<file path="src/rtl/i2s_pkg.sv">
// rtl/i2s_pkg.sv - shared frame geometry and state type for the I2S transmitter
package i2s_pkg;
    localparam int SLOT_BITS  = 32;
    localparam int FRAME_BITS = 64;

    typedef enum logic {
        IDLE = 1'b0,
        RUN  = 1'b1
    } i2s_state_e;
endpackage

</file>
<file path="src/rtl/i2s_bit_timer.sv">
// rtl/i2s_bit_timer.sv - divides mclk strobes into the sclk square wave
module i2s_bit_timer #(
    parameter int SCLK_DIV = 2
) (
    input  logic clk_i,
    input  logic rst_ni,
    input  logic clear_i,
    input  logic tick_i,
    output logic sclk_o,
    output logic fall_evt_o
);
    localparam int CW = (SCLK_DIV > 1) ? $clog2(SCLK_DIV) : 1;
    localparam logic [CW-1:0] LAST = CW'(SCLK_DIV - 1);

    logic [CW-1:0] div_cnt_q;
    logic          sclk_q;
    logic          wrap;

    assign wrap       = tick_i && (div_cnt_q == LAST);
    // The toggle happening this cycle is a 1->0 edge when sclk is currently high.
    assign fall_evt_o = wrap & sclk_q;
    assign sclk_o     = sclk_q;

    always_ff @(posedge clk_i or negedge rst_ni) begin
        if (!rst_ni) begin
            div_cnt_q <= '0;
            sclk_q    <= 1'b0;
        end else if (clear_i) begin
            div_cnt_q <= '0;
            sclk_q    <= 1'b0;
        end else if (tick_i) begin
            if (wrap) begin
                div_cnt_q <= '0;
                sclk_q    <= ~sclk_q;
            end else begin
                div_cnt_q <= div_cnt_q + CW'(1);
            end
        end
    end
endmodule

</file>
<file path="src/rtl/i2s_tx.sv">
// rtl/i2s_tx.sv - I2S transmit serializer with one-sample holding register
module i2s_tx import i2s_pkg::*; #(
    parameter int WIDTH    = 16,
    parameter int SCLK_DIV = 2
) (
    input  logic             clk_i,
    input  logic             rst_ni,
    input  logic             mclk_stb_i,
    input  logic             lrck_stb_i,
    input  logic             s_valid_i,
    input  logic [WIDTH-1:0] s_left_i,
    input  logic [WIDTH-1:0] s_right_i,
    output logic             s_ready_o,
    output logic             sclk_o,
    output logic             lrclk_o,
    output logic             sdata_o,
    output logic             busy_o,
    output logic             underrun_o,
    output logic             frame_err_o
);
    localparam int PAD = SLOT_BITS - WIDTH;
    localparam logic [5:0] LAST_BIT  = 6'(FRAME_BITS - 1);
    localparam logic [5:0] LR_SWITCH = 6'(SLOT_BITS - 1);

    i2s_state_e             state_q;
    logic                   hold_full_q;
    logic [WIDTH-1:0]       hold_l_q;
    logic [WIDTH-1:0]       hold_r_q;
    logic [FRAME_BITS-1:0]  shift_q;
    logic [5:0]             bit_q;
    logic                   lrclk_q;
    logic                   sdata_q;
    logic                   underrun_q;
    logic                   frame_err_q;

    logic                   timer_tick;
    logic                   fall_evt;
    logic                   s_xfer;
    logic [FRAME_BITS-1:0]  frame_d;

    // A frame start swallows any coincident mclk strobe.
    assign timer_tick = mclk_stb_i & ~lrck_stb_i & (state_q == RUN);
    assign s_xfer     = s_valid_i & ~hold_full_q;
    assign frame_d    = hold_full_q ? {hold_l_q, {PAD{1'b0}}, hold_r_q, {PAD{1'b0}}}
                                    : '0;

    i2s_bit_timer #(
        .SCLK_DIV (SCLK_DIV)
    ) u_bit_timer (
        .clk_i      (clk_i),
        .rst_ni     (rst_ni),
        .clear_i    (lrck_stb_i),
        .tick_i     (timer_tick),
        .sclk_o     (sclk_o),
        .fall_evt_o (fall_evt)
    );

    always_ff @(posedge clk_i or negedge rst_ni) begin
        if (!rst_ni) begin
            state_q     <= IDLE;
            hold_full_q <= 1'b0;
            hold_l_q    <= '0;
            hold_r_q    <= '0;
            shift_q     <= '0;
            bit_q       <= '0;
            lrclk_q     <= 1'b0;
            sdata_q     <= 1'b0;
            underrun_q  <= 1'b0;
            frame_err_q <= 1'b0;
        end else begin
            underrun_q  <= 1'b0;
            frame_err_q <= 1'b0;
            if (lrck_stb_i) begin
                state_q     <= RUN;
                shift_q     <= frame_d;
                bit_q       <= '0;
                lrclk_q     <= 1'b0;
                sdata_q     <= 1'b0;
                hold_full_q <= 1'b0;
                underrun_q  <= ~hold_full_q;
                frame_err_q <= (state_q == RUN);
            end else if (fall_evt) begin
                if (bit_q == LAST_BIT) begin
                    state_q <= IDLE;
                    bit_q   <= '0;
                    lrclk_q <= 1'b0;
                    sdata_q <= 1'b0;
                end else begin
                    // One-bit I2S delay: word select flips one bit ahead of the right MSB.
                    bit_q   <= bit_q + 6'd1;
                    lrclk_q <= (bit_q >= LR_SWITCH);
                    sdata_q <= shift_q[FRAME_BITS-1];
                    shift_q <= {shift_q[FRAME_BITS-2:0], 1'b0};
                end
            end
            if (s_xfer) begin
                hold_l_q    <= s_left_i;
                hold_r_q    <= s_right_i;
                hold_full_q <= 1'b1;
            end
        end
    end

    assign s_ready_o   = ~hold_full_q;
    assign lrclk_o     = lrclk_q;
    assign sdata_o     = sdata_q;
    assign busy_o      = (state_q == RUN);
    assign underrun_o  = underrun_q;
    assign frame_err_o = frame_err_q;
endmodule

</file>
<file path="config.mk">
export PLATFORM = sky130hd
export DESIGN_NAME = i2s_tx
export DESIGN_NICKNAME = d
export VERILOG_FILES = /design/src/rtl/i2s_pkg.sv /design/src/rtl/i2s_bit_timer.sv /design/src/rtl/i2s_tx.sv
export SDC_FILE = /design/constraint.sdc
export NUM_CORES = 1
export LEC_CHECK = 0
export CORE_MARGIN = 4
export CORE_UTILIZATION = 50
export DETAILED_ROUTE_END_ITERATION = 16
export PLACE_DENSITY_LB_ADDON = 0.25
export SETUP_SLACK_MARGIN = 0.05
export SLEW_MARGIN = 20
export SYNTH_ARGS = -nofsm -noshare
export SYNTH_HDL_FRONTEND = slang
export SYNTH_SLANG_ARGS = --single-unit
</file>
<file path="constraint.sdc">
create_clock -name clk_i -period 1.9 [get_ports clk_i]
set_input_delay 0.19 -clock clk_i [delete_from_list [all_inputs] [get_ports clk_i]]
set_output_delay 0.19 -clock clk_i [all_outputs]
set_load 0.1 [all_outputs]
</file>
; Word-level counts from Yosys, hierarchy flattened
; Cells that the tools add are included.
[totals]
regBits = 110
input_bits = 37
output_inout_bits = 7
elab_cells = 59
[classes]
n_addsub = 2
magnitude_cmp = 1
eq_ne = 2
mux = 26
bitwise = 7
reduce_logical = 9
[ops]
columns = cell, n
row1 = 2-to-1 mux 64 bit, 4
row2 = 2-to-1 mux 1 bit, 19
row3 = 2-to-1 mux 6 bit, 3
row4 = nonzero test 2 bit, 5
row5 = "adder 6 x 1 -> 6 bit, second input constant", 1
row6 = "equality test 6 bit, second input constant", 1
row7 = "greater-or-equal comparator 6 x 5 -> 1 bit, second input constant", 1
row8 = AND reduction 2 bit, 3
row9 = AND 1 bit, 4
row10 = NOT 1 bit, 3
row11 = "!= test 2 bit, second input constant", 1
row12 = "adder 1 bit, second input constant", 1
row13 = logical AND 1 bit, 1

; Logic depth before layout (Yosys ltp)
[logic_depth]
ltp_word = 7
ltp_mapped = 7
depth_no_buf = 4

; By module
; A second synthesis with hierarchy kept.
[unflattened]
hier_cells = 341
hier_area_um2 = 4354.2
[by_module_without_submodules]
columns = module, instances, cells_each, area_each_um2, seq_area_each_um2
row1 = i2s_tx, 1, 333, 4257.8, 2302.2
row2 = i2s_bit_timer, 1, 8, 96.3, 50.0

; Worst setup path after synthesis
; OpenSTA, ideal clock, no wires.
[synth_timing]
path_type = flip-flop to flip-flop
startpoint = register state_q (netlist: busy_o)
endpoint = register shift_q[44]
setup_time_ns = 0.079
t_arrival_ns = 1.917
required_time_ns = 1.821
slack_ns = -0.096
stages_incl_launch_ff = 6
n_path_buf = 2
period_less_slack_ns = 1.996
cell_sequence = dfrtp_1 nand4_4 a21oi_4 buf_6 buf_8 mux2i_1
[synth_via]
elab_chain_cells = 5
[synth_lines]
columns = item, line_no
row1 = from (decl), i2s_tx.sv:25  ; i2s_state_e state_q;
row2 = from (signal assigned), i2s_tx.sv:60  ; state_q <= IDLE;
row3 = from (signal assigned), i2s_tx.sv:74  ; state_q <= RUN;
row4 = from (signal assigned), i2s_tx.sv:84  ; state_q <= IDLE;
row5 = AND 1 bit, i2s_tx.sv:42  ; assign timer_tick = mclk_stb_i & ~lrck_stb_i & (state_q == RUN);
row6 = logical AND 1 bit, i2s_bit_timer.sv:19  ; assign wrap = tick_i && (div_cnt_q == LAST);
row7 = AND 1 bit, i2s_bit_timer.sv:21  ; assign fall_evt_o = wrap & sclk_q;
row8 = nonzero test 2 bit (no source line), --
row9 = AND reduction 2 bit (no source line), --
row10 = to (signal assigned), i2s_tx.sv:75  ; shift_q <= frame_d;
row11 = to (signal assigned), i2s_tx.sv:93  ; shift_q <= {shift_q[FRAME_BITS-2:0], 1'b0};
row12 = to (decl), i2s_tx.sv:29  ; logic [FRAME_BITS-1:0] shift_q;
; No other way between the ends.
; A chain may end at the register's enable or synchronous reset.

; Worst setup path in the final report
[layout_timing]
startpoint = register bit_q[0]
endpoint = register shift_q[47]
[layout_via]
elab_chain_cells = 3
[layout_lines]
columns = item, line_no
row1 = from (decl), i2s_tx.sv:30  ; logic [5:0] bit_q;
row2 = from (signal assigned), i2s_tx.sv:90  ; bit_q <= bit_q + 6'd1;
row3 = equality test 6 bit, i2s_tx.sv:83  ; if (bit_q == LAST_BIT) begin
row4 = != test 2 bit (no source line), --
row5 = AND reduction 2 bit (no source line), --
; No other way between the ends.

==> run summary <==
The run finished with clean final reports. The width of the die is 101 um. The portion of the clock cycle consumed by the worst path in the final layout is 0.912.

The first routing iteration left 172 violations. The run gives 41 as the number of distinct library cell variants in the gate-level netlist after synthesis. In this run the worst path has a maximum fanout of 20.

The total nets after synthesis was 415; the total power density per cell area was 866 nW/um^2. The post-detailed-route count of antenna-violating nets came out at 0. The synthesized netlist occupies a cell area of 4330 sq um. Setup repair after global routing left no endpoint under its margin.

Before CTS, the worst setup slack after placement is 24.9 ps. Total placed cells including tap cells: 507. Each instance of the synthesized netlist takes up on average 11.5 sq um. The worst slew margin relative to its limit was 0.631; the total number of clock tree sinks was 94. The endpoint class of the critical path was a flip-flop. The sum of negative setup slack came out at 0 ps. The measured slew at the worst slew-check pin was 553 ps; the leakage power of the design was 0.00205 uW. Die outline area: 10,200 sq um.

After clock tree synthesis, the clock-pin slew on the worst setup and hold paths is 90 ps. The number of slew-limit violations in the final report is 0, and the average wire length per cell after detail routing is 16.5 um. The worst-case IR drop observed on VDD is 524 uV.

The count of final hold-check violations came out at 0. 44 I/O pins were placed. The tools report the total routing resource utilization after global routing as 0.182. After technology mapping, the gate count stands at 377. The routed wire length is 8690 um, and the number of synthesized register bits is 94. The floorplan step set the die height to 101 um. The run gives 166 ps as the final worst-path setup slack. TritonCTS built the clock tree. Entering global routing, the biggest net connects 42 pins.

The min-delay analysis places its worst path in the category input port to asynchronous set/reset pin. The first detailed-routing pass took 4 iterations. In this run, CTS created clock tree buffers numbering 9.

The Yosys step of the flow raised 0 warnings. The tools report the global-route wire length before repair as 14,900 um. The final design area excluding fillers was 5110 sq um; the final-report setup violation count was 0. The row count is 33. The worst register-to-register path has a depth of 5.

The synthesized design contains 0 enable-type register cells. The ratio of cells with drive above 1 in the final layout was 0.202; the relative area change from synthesis to final layout was 18.2%. The total overflow left after global routing is 0. The initial cell density of the core is 0.521. The final layout contains 454 nets. Max-cap violations in this run came to 0.

The worst setup path is launched from a flip-flop. Timing would allow up to 577 MHz. The tools report the global placer's final weighted congestion as 0.738. At the later pin of the worst-skew pair, clock insertion delay measures 350 ps. The average via count per standard cell was 5.94; the via count of the first global-routing pass was 3,169. Across the routed clock network, the largest skew measured is 9.49 ps.

The worst path needs 1730 ps of the cycle, external delays included. The total area inside the core boundary comes to 8300 sq um. Number of H-tree levels: 3. The initial antenna violation count is 0, and the worst endpoint required time is 2170 ps. Filler-free cell count of the finished design: 526. The run gives 2 as the largest buffer count on any clock path.

The fraction of registers with async set/reset came out at 1.00. For the number of diodes, the log shows 0. The path type of the worst setup path was flip-flop to flip-flop. The fraction of the core area covered by cells at the end of the flow is 0.616.

For the worst setup path, the data arrival time is 2000 ps. The predominant post-synthesis flop cell is sky130_fd_sc_hd__dfrtp_1. The total cell area at the placement stage came out at 4870 sq um. The sequential cell area fraction in the yosys report is 0.544, and the total via count in the routed design is 3,122. The HPWL reported at the end of detailed placement was 5680 um. Input and output buffers added on the ports amount to 43. The tree is rooted in a sky130_fd_sc_hd__clkbuf_8. The tools report the number of design rule violations left after detail routing as 0.
[per-layer routing]
| layer | share of wire | wire length [um] | vias up | GRT usage |
|---|---|---|---|---|
| met4 | 0.011 | 97 | 0 | 0.0613 |
| met5 | 0 | 0 | - | 0 |
| li1 | - | - | 1445 | - |
| met3 | 0.046 | 401 | 7 | 0.0304 |
| met2 | 0.50 | 4330 | 82 | 0.304 |
| met1 | 0.44 | 3860 | 1588 | 0.240 |
[cells in the mapped netlist, drive strengths merged, types with 2 or more instances]
cell | instances | area, sq um
dfrtp | 94 | 2350
nand2 | 56 | 210
inv | 34 | 128
mux2 | 32 | 360
o311ai | 31 | 304
o2111ai | 29 | 254
clkbuf | 21 | 78.8
mux2i | 16 | 160
buf | 15 | 134
a21oi | 5 | 36.3
nor2 | 5 | 18.8
nand3 | 4 | 20.0
a2111oi | 3 | 26.3
and4 | 3 | 26.3
nand4 | 3 | 33.8
o21ai | 3 | 15.0
a211o | 2 | 17.5
and2 | 2 | 12.5
nand2b | 2 | 12.5
nand3b | 2 | 15.0
nor2b | 2 | 12.5
o211ai | 2 | 15.0
or3 | 2 | 12.5
xor2 | 2 | 17.5
[cell type report]
| cell class | count | area, sq um |
|---|---|---|
| fillers | 694 | 3190 |
| flip-flops and latches | 94 | 2350 |
| multi-input cells | 212 | 1640 |
| repair buffers | 64 | 681 |
| clock buffers | 14 | 163 |
| inverters | 35 | 131 |
| well taps | 105 | 131 |
| clock inverters | 2 | 16.3 |
[power breakdown]
group	switching, uW	internal (uW)
Combinational	390	369
Sequential	162	2290
Clock	665	553
Total	1220	3210
[layout by cell type, fill, tap and decap left out, types with 3 or more instances in the layout]
| cell type | netlist | layout |
|---|---|---|
| sky130_fd_sc_hd__buf_4 | 1 | 20 |
| sky130_fd_sc_hd__inv_1 | 33 | 33 |
| sky130_fd_sc_hd__a21oi_1 | 4 | 4 |
| sky130_fd_sc_hd__o21ai_0 | 3 | 3 |
| sky130_fd_sc_hd__clkdlybuf4s50_1 | 0 | 35 |
| sky130_fd_sc_hd__o311ai_0 | 16 | 16 |
| sky130_fd_sc_hd__nand3_1 | 4 | 4 |
| sky130_fd_sc_hd__mux2_2 | 32 | 32 |
| sky130_fd_sc_hd__o2111ai_1 | 29 | 29 |
| sky130_fd_sc_hd__nand2_1 | 56 | 56 |
| sky130_fd_sc_hd__buf_12 | 1 | 6 |
| sky130_fd_sc_hd__nor2_1 | 5 | 5 |
| sky130_fd_sc_hd__clkbuf_1 | 21 | 3 |
| sky130_fd_sc_hd__o311ai_1 | 12 | 12 |
| sky130_fd_sc_hd__dfrtp_1 | 94 | 92 |
| sky130_fd_sc_hd__clkbuf_8 | 0 | 11 |
| sky130_fd_sc_hd__a2111oi_0 | 3 | 3 |
| sky130_fd_sc_hd__mux2i_1 | 16 | 16 |
[worst max-delay path: stages (launching register included)]
cell and delay [ps]:
sky130_fd_sc_hd__dfrtp_1 430, sky130_fd_sc_hd__ha_1 260, sky130_fd_sc_hd__and4_4 230, sky130_fd_sc_hd__a21oi_4 270
sky130_fd_sc_hd__clkbuf_16 260, sky130_fd_sc_hd__mux2i_1 190
[cell families (layout without fill, tap and decap cells)]
logic type	after synthesis	count (layout)	share of synthesized area
xor gates and xnor gates	2	2	0.00405
muxes	48	48	0.120
AOI/OAI and AO/OA	79	79	0.162
adders and majority gates	1	1	0.00289
and+or+nand+nor	82	82	0.0879
DFF	94	94	0.544
buffers and inverters	71	115	0.0795
[final timing paths]
check | start | end | slack [ps]
hold / removal | rst_ni | hold_r_q[1]$_DFFE_PN0P_ | 370
hold reg to reg | hold_l_q[3]$_DFFE_PN0P_ | shift_q[51]$_DFFE_PN0P_ | 500
max in group asynchronous | rst_ni | shift_q[30]$_DFFE_PN0P_ | 950
setup / recovery | bit_q[0]$_DFFE_PN0P_ | shift_q[47]$_DFFE_PN0P_ | 170
setup reg to reg | bit_q[0]$_DFFE_PN0P_ | shift_q[47]$_DFFE_PN0P_ | 170
min in group clk_i | s_right_i[4] | hold_r_q[4]$_DFFE_PN0P_ | 450
[state kept, by name (all words and copies together), names as in the netlist]
name                   cells
shift_q                   48
hold_l_q                  16
hold_r_q                  16
bit_q                      6
busy_o                     1
frame_err_o                1
hold_full_q                1
lrclk_o                    1
sdata_o                    1
u_bit_timer.div_cnt_q      1
u_bit_timer.sclk_o         1
underrun_o                 1
[timing repair]
| item | 4_1_cts | 5_1_grt |
|---|---|---|
| setup buffers | 0 | 0 |
| endpoints found under the setup margin | 3 | 26 |
| gates cloned | 0 | 2 |
| hold buffers | 1 | 0 |
| resized for setup | 1 | 1 |
| hold endpoints to repair | 38 | 0 |
| pin swaps | 0 | 1 |
[stage by stage]
| stage | hold WS (ps) | power [uW] |
|---|---|---|
| floorplan | -106 | 2960 |
| global placement | 215 | 3210 |
| detailed placement | 221 | 3250 |
| CTS | 376 | 4470 |
| global route | 406 | 4670 |
| finish | 369 | 4430 |
Power figures use the tool's default switching activity.
